File: src/rtl/lc3b_types.sv
// Shared types for the L1/L2 cache arbiter.
// Holds the cache line type and the arbiter FSM state encoding.
package lc3b_types;

  typedef logic [127:0] lc3b_line;

  typedef enum logic [1:0] {
    IDLE,
    GRANT_I,
    GRANT_D,
    DONE
  } arb_state_t;

endpackage

File: src/rtl/cache_arbiter_datapath.sv
// Combinational L2 request mux and rdata/resp demux for the arbiter.
// Only the selected requester sees L2 data; everything else is 0.
module cache_arbiter_datapath
  import lc3b_types::*;
#(
  parameter int ADDR_W = 16,
  parameter int LINE_W = 128
) (
  input  logic              sel_i,
  input  logic              sel_d,
  input  logic [ADDR_W-1:0] ic_address,
  input  logic              ic_read,
  input  logic              ic_write,
  input  logic [LINE_W-1:0] ic_wdata,
  output logic [LINE_W-1:0] ic_rdata,
  output logic              ic_resp,
  input  logic [ADDR_W-1:0] dc_address,
  input  logic              dc_read,
  input  logic              dc_write,
  input  logic [LINE_W-1:0] dc_wdata,
  output logic [LINE_W-1:0] dc_rdata,
  output logic              dc_resp,
  output logic [ADDR_W-1:0] l2_address,
  output logic              l2_read,
  output logic              l2_write,
  output logic [LINE_W-1:0] l2_wdata,
  input  logic [LINE_W-1:0] l2_rdata,
  input  logic              l2_resp
);

  always_comb begin
    l2_address = '0;
    l2_read    = 1'b0;
    l2_write   = 1'b0;
    l2_wdata   = '0;
    ic_rdata   = '0;
    ic_resp    = 1'b0;
    dc_rdata   = '0;
    dc_resp    = 1'b0;
    // A simultaneous read+write is treated as a write.
    unique case (1'b1)
      sel_d: begin
        l2_address = dc_address;
        l2_write   = dc_write;
        l2_read    = dc_read & ~dc_write;
        l2_wdata   = dc_wdata;
        dc_rdata   = l2_rdata;
        dc_resp    = l2_resp;
      end
      sel_i: begin
        l2_address = ic_address;
        l2_write   = ic_write;
        l2_read    = ic_read & ~ic_write;
        l2_wdata   = ic_wdata;
        ic_rdata   = l2_rdata;
        ic_resp    = l2_resp;
      end
      default: ;
    endcase
  end

endmodule

File: src/rtl/cache_arbiter.sv
// Arbitrates the I-cache and D-cache miss paths onto one L2 port.
// Define ARB_ROUND_ROBIN_EN for round-robin ties; default is dc priority.
module cache_arbiter
  import lc3b_types::*;
#(
  parameter int ADDR_W = 16,
  parameter int LINE_W = 128
) (
  input  logic              clk,
  input  logic              rst,
  input  logic [ADDR_W-1:0] ic_address,
  input  logic              ic_read,
  input  logic              ic_write,
  input  logic [LINE_W-1:0] ic_wdata,
  output logic [LINE_W-1:0] ic_rdata,
  output logic              ic_resp,
  input  logic [ADDR_W-1:0] dc_address,
  input  logic              dc_read,
  input  logic              dc_write,
  input  logic [LINE_W-1:0] dc_wdata,
  output logic [LINE_W-1:0] dc_rdata,
  output logic              dc_resp,
  output logic [ADDR_W-1:0] l2_address,
  output logic              l2_read,
  output logic              l2_write,
  output logic [LINE_W-1:0] l2_wdata,
  input  logic [LINE_W-1:0] l2_rdata,
  input  logic              l2_resp,
  output logic              busy
);

  arb_state_t state_q, state_d;
  logic       ic_req, dc_req, dc_wins;

  assign ic_req = ic_read | ic_write;
  assign dc_req = dc_read | dc_write;

`ifdef ARB_ROUND_ROBIN_EN
  // 1 = D-cache was granted last.
  logic last_grant_q, last_grant_d;

  assign dc_wins = dc_req & (~ic_req | ~last_grant_q);

  always_comb begin
    last_grant_d = last_grant_q;
    if (state_q == IDLE && state_d == GRANT_D) last_grant_d = 1'b1;
    if (state_q == IDLE && state_d == GRANT_I) last_grant_d = 1'b0;
  end
`else
  assign dc_wins = dc_req;
`endif

  always_comb begin
    state_d = state_q;
    unique case (state_q)
      IDLE: begin
        if (dc_wins)     state_d = GRANT_D;
        else if (ic_req) state_d = GRANT_I;
      end
      GRANT_I: if (l2_resp) state_d = DONE;
      GRANT_D: if (l2_resp) state_d = DONE;
      DONE:    state_d = IDLE;
      default: state_d = IDLE;
    endcase
  end

  always_ff @(posedge clk or posedge rst) begin
    if (rst) begin
      state_q <= IDLE;
`ifdef ARB_ROUND_ROBIN_EN
      last_grant_q <= 1'b0;
`endif
    end else begin
      state_q <= state_d;
`ifdef ARB_ROUND_ROBIN_EN
      last_grant_q <= last_grant_d;
`endif
    end
  end

  assign busy = (state_q != IDLE);

  cache_arbiter_datapath #(
    .ADDR_W(ADDR_W),
    .LINE_W(LINE_W)
  ) u_dp (
    .sel_i     (state_q == GRANT_I),
    .sel_d     (state_q == GRANT_D),
    .ic_address(ic_address),
    .ic_read   (ic_read),
    .ic_write  (ic_write),
    .ic_wdata  (ic_wdata),
    .ic_rdata  (ic_rdata),
    .ic_resp   (ic_resp),
    .dc_address(dc_address),
    .dc_read   (dc_read),
    .dc_write  (dc_write),
    .dc_wdata  (dc_wdata),
    .dc_rdata  (dc_rdata),
    .dc_resp   (dc_resp),
    .l2_address(l2_address),
    .l2_read   (l2_read),
    .l2_write  (l2_write),
    .l2_wdata  (l2_wdata),
    .l2_rdata  (l2_rdata),
    .l2_resp   (l2_resp)
  );

`ifndef SYNTHESIS
  a_rw_both: assert property (@(posedge clk) disable iff (rst)
    !((ic_read && ic_write) || (dc_read && dc_write)))
    else $warning("arbiter: read and write high together");

  a_drop_i: assert property (@(posedge clk) disable iff (rst)
    (state_q == GRANT_I) |-> ic_req)
    else $warning("arbiter: ic request dropped before resp");

  a_drop_d: assert property (@(posedge clk) disable iff (rst)
    (state_q == GRANT_D) |-> dc_req)
    else $warning("arbiter: dc request dropped before resp");

  a_stray: assert property (@(posedge clk) disable iff (rst)
    (state_q == IDLE || state_q == DONE) |-> !l2_resp)
    else $warning("arbiter: stray l2_resp ignored");
`endif

endmodule

File: config.mk
export PLATFORM = sky130hd
export DESIGN_NAME = cache_arbiter
export DESIGN_NICKNAME = d
export VERILOG_FILES = /design/src/rtl/lc3b_types.sv /design/src/rtl/cache_arbiter_datapath.sv /design/src/rtl/cache_arbiter.sv
export SDC_FILE = /design/constraint.sdc
export NUM_CORES = 1
export LEC_CHECK = 0
export CAP_MARGIN = 20
export CORE_AREA = 2 2 319 321
export CTS_BUF_LIST = sky130_fd_sc_hd__clkbuf_8
export DETAILED_ROUTE_END_ITERATION = 16
export DIE_AREA = 0 0 321 323
export GPL_TIMING_DRIVEN = 1
export SLEW_MARGIN = 30
export SYNTH_ARGS = -nofsm -noshare
export SYNTH_HDL_FRONTEND = slang
export SYNTH_SLANG_ARGS = --single-unit
File: constraint.sdc
create_clock -name clk -period 2.15 [get_ports clk]
set_input_delay 0.5375 -clock clk [delete_from_list [all_inputs] [get_ports clk]]
set_output_delay 0.5375 -clock clk [all_outputs]
set_load 0.005 [all_outputs]
* Yosys cells after proc, flatten, opt, wreduce, memory -nomap -nowiden
Cells that the tools add are included.
Widths: inputs -> output; s select.
** Cells by class
- Reductions and logical operators :: 4
- Bitwise logic cells :: 6
- Muxes and demuxes :: 12
- Equal/unequal tests :: 5
** Operators with widths (count)
- $mux 128 :: 2
- $pmux 128 s2 :: 1
- $pmux 16 s2 :: 1
- $mux 2 :: 3
- $pmux 2 s3 :: 1
- $eq 2x2->1 const B :: 2
- $pmux 1 s2 :: 2
- $ne 3x3->1 const B :: 1
- $and 1x1->1 :: 2
- $eq 2x1->1 const B :: 1
- $logic_not 2->1 :: 1
- $mux 1 :: 2
- $ne 2x1->1 const B :: 1
- $not 1->1 :: 2
- $or 1x1->1 :: 2
- $reduce_and 2->1 :: 1
- $reduce_bool 2->1 :: 1
- $reduce_or 2->1 :: 1
** Storage, ports and cells
- Input port bits :: 423
- Word-level logic and storage cells :: 28
- Bits in registers :: 2
- Output and inout port bits :: 405

* Depth between registers and ports, before layout
Gate-level depths: netlist (run 1).
- Word-level depth :: 4
- Mapped depth :: 7
- Depth with buffers taken out :: 5

* Hierarchy
A second synthesis (run 1) with hierarchy kept.
** Second synthesis, totals
- Cell total of the unflattened synthesis :: 491
- Area total of the unflattened synthesis :: 3518.4 sq um
** By module, submodules not included
- cache_arbiter_datapath :: sequential area each 0.0 sq um, area each 3293.2 sq um, times used 1, cells each 466
- cache_arbiter :: sequential area each 50.0 sq um, area each 225.2 sq um, times used 1, cells each 25

* Least setup slack after synthesis (run 1)
OpenSTA, ideal clock, no wires.
- Path type :: flip-flop to output port
- Start :: register state_q[1]
- End :: output port l2_wdata[85]
- Data required time :: 1.612 ns
- Stages on the path, launching flop included :: 8
- Slack :: 0.405 ns
- Arrival time :: 1.207 ns
- Path buffers :: 3
- Cells stage by stage :: dfrtp_1 -> inv_1 -> ha_1 -> buf_6 -> buf_12 -> buf_12 -> a22oi_2 -> nor2b_2
** Between the ends
- Cells in the longest elaborated chain, start to end :: 2
- Elaborated cells between the ends (all ways) :: 3
- Classes of those cells :: 2 x eq/ne; 1 x mux
** Ends and longest elaborated chain
- from (decl) :: line cache_arbiter.sv:32 : arb_state_t state_q, state_d;
- from (signal assigned) :: line cache_arbiter.sv:74 : state_q <= state_d;
- $eq 2x1->1 / $eq 2x2->1 (equally long branches) :: line cache_arbiter.sv:87, cache_arbiter.sv:88
- $pmux 128 s2 (*) :: line cache_arbiter_datapath.sv:41 : unique case (1'b1)
- to (decl) :: line cache_arbiter.sv:26 : output logic [LINE_W-1:0] l2_wdata,
Mark *: on every way between the ends. The rest lies on a longest branch, timed or not.

* Final worst setup path (run 1)
- Start :: register state_q[1]
- End :: output port l2_wdata[17]
Same word-level chain as after synthesis.

==> qor.yml, run 1 <==
global_routing:
  grt_pass1_wl_um: 98800
  grt.total_usage_pct: 14.8
  grt_pass1_vias: 9080
  grt_overflow: 0
  grt_max_degree: 37
  antenna_found_initial: 65
yosys:
  synth_top_cell_by_area: "and2_1"
  postSynth.asyncResetShare_pct: 100
  synth_edf_count: 0
  syn-num-nets: 1073
  yosysWarnings: 0
  syn_inst: 647
  ys_ff_latch: 2
  syn_area_per_cell_um2: 8.09
  netlist_area_um2: 5240
  synth-seq-area-share_pct: 0.956
  ys_top_cells_by_area: "and2_1 31%, a22oi_2 24%, nor2b_2 17%, a22oi_1 6.5%, nor2b_1 5.4%"
  synth_top_area_share_pct: 30.8
  synth.distinct_cells: 24
  synth_top_flop_cell: "dfrtp_1"
sta:
  fin_skew_ns: 0.00240
  fin_ws_ns: -0.458
  rsz0062_at_grt: "yes"
  tightest_slew_ns: 0.414
  final-setup-viol-count: 383
  slew_violations: 0
  hold-worst-slack_ns: 0.497
  finalHoldViolCount: 0
  period_share_pct: 121
  layout_min_cycle_time_ns: 2.61
  fmax_mhz: 383
  worst_slew_margin_rel_pct: 72.4
power:
  p_per_area_nw_per_um2: 1350
  p_int_mw: 13.6
  comb_power_share_pct: 99.0
  switchingPower_mw: 10.0
  p_seq_share_pct: 0.3
  ir_drop_v: 0.000550
  clockPowerShare_pct: 0.6
  p_leak_nw: 7.11
  p_sw_share_pct: 42.5
clocking:
  insertion_delay_ns: 0.21
  htree_levels: 1
  cts_tree: "built"
  clockBufferDepth: 2
  numCtsBuffers: 3
  cts_root_buffer: "clkbuf_8"
  cts_hold_buf: 0
  clkTransAtPathRegs_ns: 0.03
  numClockSinks: 2
worst_setup_path:
  cp.depth: 9
  timing.rr.start: "state_q[0]$_DFFE_PP0P_"
  path_common_cell: "buf_12"
  worstPathCellList: "buf_6 > ha_4 > buf_12 > buf_16 > buf_8 > buf_12 > a22oi_2 > nor2b_4 > buf_2"
  required_ns: 1.61
  slowest_stage: "dfrtp_1"
  ff2ff_path_depth: 11
  cpPeakStageDelay_ns: 0.39
  reg2reg_setup_slack_ns: -0.01
  crit_type: "reg -> out"
  arrival_ns: 2.07
  crit_path_start_kind: "flip-flop"
  worstPathMaxFanout: 5
  cp.buffers_inverters: 6
  cpLargestDelayFamily: "buffers and inverters"
  timing.rr.end: "state_q[1]$_DFFE_PP0P_"
  end_kind: "output port"
floorplan:
  pin_count: 828
  start_util_pct: 5.20
  die_h_um: 323
  die_width_um: 321
  core_um2: 101000
  dieArea_um2: 104000
  rows: 117
drt:
  vias: 9101
  postRouteWirelength_um: 83300
  post_drt_wl_per_cell_um: 28.8
  firstDrtPassIters: 5
  drt_iter0_drc: 472
  drc: 0
  vias_per_cell: 3.15
  ant_nets: 0
finish:
  finalNetCount: 1995
  area_growth_pct: 234
  final_cell_mix: "586 x clkdlybuf4s50_1, 250 x and2_1, 119 x a22oi_2"
  regMostFlops: "state_q"
  reg.largest.list: "state_q: 2 flops"
  utilization_pct: 17.3
  layout-drive-gt1-share_pct: 36.5
  largest_reg_flops: 2
  stdcell_count: 2890
  final_common_cell: "clkdlybuf4s50_1"
run:
  maxCapViolations: 0
worst_hold_path:
  hold_class: "in -> async"
placement:
  detailed_place_hpwl_um: 67300
  gp_congestion: 0.859
  preCtsSetupSlack_ns: -0.529
  portBuffers: 827
  placedCellCount: 2774
outcome:
  status: "finished with violations"
  violations: "negative setup slack"
[cells in the mapped netlist, types with 2 or more instances]
master / count
nor2b_2: 100
buf_6: 17
and2_1: 258
inv_1: 5
a21oi_1: 2
clkbuf_1: 3
clkbuf_2: 24
buf_2: 17
buf_12: 11
buf_4: 4
dfrtp_1: 2
a22oi_2: 100
buf_8: 2
a22oi_1: 45
nor2b_1: 45
ha_1: 3
nand3b_1: 2
[power groups by stage]
stage / Sequential [mW] / Combinational (mW) / Clock, mW
final: 0.0752 / 23.4 / 0.149
after global routing: 0.0762 / 24.6 / 0.158
after CTS: 0.0726 / 21.4 / 0.153
after detailed placement: 0.0696 / 17.4 / 0
after global placement: 0.0717 / 17.4 / 0
after floorplan: 0.0690 / 7.09 / 0
[final cells by class]
| cell class | instances | area [um2] |
|---|---|---|
| fillers | 11300 | 83200 |
| repair buffers | 995 | 10800 |
| multi-input cells | 562 | 4940 |
| well taps | 1309 | 1640 |
| flip-flops and latches | 2 | 50.0 |
| clock buffers | 3 | 41.3 |
| diodes | 14 | 35.0 |
| inverters | 5 | 18.8 |
[per-stage QoR]
stage / TNS (ns) / power (mW) / cell area (um2)
after floorplan: 0 / 7.16 / 5240
after global placement: -92.11 / 17.5 / 15500
after detailed placement: -90.09 / 17.4 / 15500
after CTS: -142.84 / 21.7 / 16600
after global routing: -125.03 / 24.8 / 17400
final: -104.53 / 23.6 / 17500
[cells by family after synthesis]
family | share of synthesized area [%]
DFF | 0.956
buffers and inverters | 13.5
and+or+nand+nor | 53.6
adders and majority gates | 0.717
muxes | 0.191
AOI/OAI and AO/OA | 31.0
[layer usage]
layer	GRT usage [%]	wire length, um	up-vias
met1	18.3	34900	4276
li1	-	-	4051
met2	23.6	37700	570
met3	6.27	8140	138
met5	0	435	-
met4	3.49	2100	66
[worst max-delay path by stage]
stage                                       from            end  slack, ns
after floorplan           state_q[1]$_DFFE_PP0P_   l2_wdata[85]       0.41
after global placement             ic_wdata[124]  l2_wdata[124]      -0.57
after detailed placement           ic_wdata[124]  l2_wdata[124]      -0.53
after CTS                 state_q[1]$_DFFE_PP0P_   ic_rdata[77]      -0.52
after global routing      state_q[1]$_DFFE_PP0P_   l2_wdata[17]      -0.46
final                     state_q[1]$_DFFE_PP0P_   l2_wdata[17]      -0.46
[what timing repair did]
item | 4_1_cts | 5_1_grt
buffers inserted | 47 | 27
gates cloned | 18 | 15
pin swaps | 33 | 18
endpoints found under the setup margin | 405 | 403
resized for setup | 357 | 254
No activity file was read; power rests on OpenSTA's default activity.
==> run 2: changes to the inputs <==
--- a/config.mk
+++ b/config.mk
@@ -11,6 +11,7 @@
 export DETAILED_ROUTE_END_ITERATION = 16
 export DIE_AREA = 0 0 321 323
 export GPL_TIMING_DRIVEN = 1
+export PLACE_DENSITY = 0.38
 export SLEW_MARGIN = 30
 export SYNTH_ARGS = -nofsm -noshare
 export SYNTH_HDL_FRONTEND = slang
==> qor.yml, run 2 (synthesized netlist as in run 1, its figures left out) <==
worst_setup_path:
  end_kind: "output port"
  timing.rr.start: "state_q[0]$_DFFE_PP0P_"
  worstPathMaxFanout: 7  # +2
  reg2reg_setup_slack_ns: 0.28  # +0.29 ns
  ff2ff_path_depth: 9  # -2
  timing.rr.end: "state_q[0]$_DFFE_PP0P_"
  required_ns: 1.61  # about the same
  crit_type: "reg -> out"
  crit_path_start_kind: "flip-flop"
  arrival_ns: 2.25  # +0.18 ns
worst_hold_path:
  hold_class: "in -> async"
power:
  p_leak_nw: 8.33  # +17%
  p_per_area_nw_per_um2: 1390  # +2.9%
  ir_drop_v: 0.000579  # +5.4%
  p_total_mw: 26.1  # +10%
finish:
  fillCellCount: 11300  # -0.20%
  largest_reg_flops: 2  # unchanged
  reg.largest.list: "state_q: 2 flops"
  finalNetCount: 2120  # +6.3%
  final_common_cell: "clkdlybuf4s50_1"
  utilization_pct: 18.6  # +1.3 points
  final_cell_mix: "453 x clkdlybuf4s50_1, 172 x and2_1, 169 x buf_6"
  area_growth_pct: 258
  regMostFlops: "state_q"
  stdcell_count: 3007  # +4.0%
  layout-drive-gt1-share_pct: 57.7  # +21 points
clocking:
  clkTransAtPathRegs_ns: 0.03  # about the same
  insertion_delay_ns: 0.21  # about the same
  numCtsBuffers: 3  # unchanged
  cts_root_buffer: "clkbuf_8"
  htree_levels: 1  # unchanged
  numClockSinks: 2  # unchanged
  clockBufferDepth: 2  # unchanged
  cts_tree: "built"
global_routing:
  grt_pass1_wl_um: 95400  # -3.5%
  grt.total_usage_pct: 13.7  # -1.1 points
  grt_pass1_vias: 9457  # +4.2%
  grt_max_degree: 35  # -5.4%
  antenna_found_initial: 23  # -65%
  grt_overflow: 0  # unchanged
sta:
  finalHoldViolCount: 0  # unchanged
  fin_skew_ns: 0.00171  # -0.000687 ns
  worst_slew_margin_rel_pct: 70.1  # -2.3 points
  slew_violations: 0  # unchanged
  hold-worst-slack_ns: 0.511  # +0.0137 ns
  fmax_mhz: 359  # -6.3%
  layout_min_cycle_time_ns: 2.78  # +0.176 ns
  fin_ws_ns: -0.635  # -0.176 ns
  period_share_pct: 130  # +8.2 points
  final-setup-viol-count: 378  # -1.3%
  rsz0062_at_grt: "yes"
  tightest_slew_ns: 0.449  # +0.0343 ns
floorplan:
  rows: 117  # unchanged
  core_um2: 101000  # unchanged
  dieArea_um2: 104000  # unchanged
  die_width_um: 321  # unchanged
  pin_count: 828  # unchanged
  start_util_pct: 5.20  # unchanged
  die_h_um: 323  # unchanged
placement:
  placedCellCount: 2801  # +0.97%
  preCtsSetupSlack_ns: -0.788  # -0.258 ns
  portBuffers: 827  # unchanged
  detailed_place_hpwl_um: 62600  # -6.9%
  gp_congestion: 0.864  # +0.50%
drt:
  postRouteWirelength_um: 78800  # -5.3%
  drc: 0  # unchanged
  firstDrtPassIters: 4  # -1
  post_drt_wl_per_cell_um: 26.2  # -9.0%
  vias: 9463  # +4.0%
  ant_nets: 0  # unchanged
  drt_iter0_drc: 364  # -23%
  vias_per_cell: 3.15  # about the same
outcome:
  violations: "negative setup slack"
  status: "finished with violations"
run:
  maxCapViolations: 0  # unchanged
[run 2: routing by layer]
| metal | up-vias | share of wire [%] | GRT usage (%) |
|---|---|---|---|
| li1 | 4292 | - | - |
| met1 | 4592 | 47 | 19.5 |
| met2 | 519 | 44 | 21.5 |
| met3 | 48 | 8.3 | 3.44 |
| met4 | 12 | 0.61 | 0.883 |
| met5 | - | 0.089 | 0 |
[run 2: repair_timing]
item                                    CTS  global route
endpoints found under the setup margin  404           404
hold buffers                              0             0
pin swaps                                71            74
gates resized for setup                 563           801
setup buffers                            73           113
cloned                                   18            17
[run 2: worst max-delay path by stage]
stage                      startpoint             end  slack, ns  depth (start not counted)
2_1_floorplan  state_q[1]$_DFFE_PP0P_    l2_wdata[85]       0.41                          7
3_3_place_gp             ic_wdata[89]    l2_wdata[89]      -0.87                          4
3_5_place_dp             ic_wdata[89]    l2_wdata[89]      -0.79                          4
4_1_cts        state_q[0]$_DFFE_PP0P_  l2_address[11]      -0.64                         10
5_1_grt        state_q[0]$_DFFE_PP0P_  l2_address[11]      -0.63                         10
6_report       state_q[0]$_DFFE_PP0P_    l2_wdata[85]      -0.63                         10
[run 2: critical path: stages (launching register included)]
cell	delay (ns)
dfrtp_1	0.38
buf_6	0.13
ha_4	0.16
buf_12	0.14
buf_16	0.15
buf_16	0.17
buf_16	0.15
buf_8	0.13
a22oi_2	0.32
nor2b_2	0.11
buf_12	0.14
[run 2: where the power goes]
group	switching, mW	internal (mW)
Sequential	0.0163	0.0591
Combinational	11.0	14.9
Clock	0.0332	0.119
Total	11.0	15.0
[run 2: cell type report]
class                           count  area, um2  area share, %
Inverter                            5       21.3          0.113
Clock buffer                        3       41.3          0.220
Antenna cell                        6       15.0         0.0800
Tap cell                         1309       1640           8.73
Multi-Input combinational cell    562       5140           27.4
Timing Repair Buffer             1120      11900           63.2
Sequential cell                     2       50.0          0.267
[run 2: stage by stage]
stage               area, um2  TNS, ns
floorplan                5240        0
global placement        15800  -102.44
global route            18800  -114.03
CTS                     17200  -152.72
finish                  18800   -99.28
detailed placement      15800   -93.07
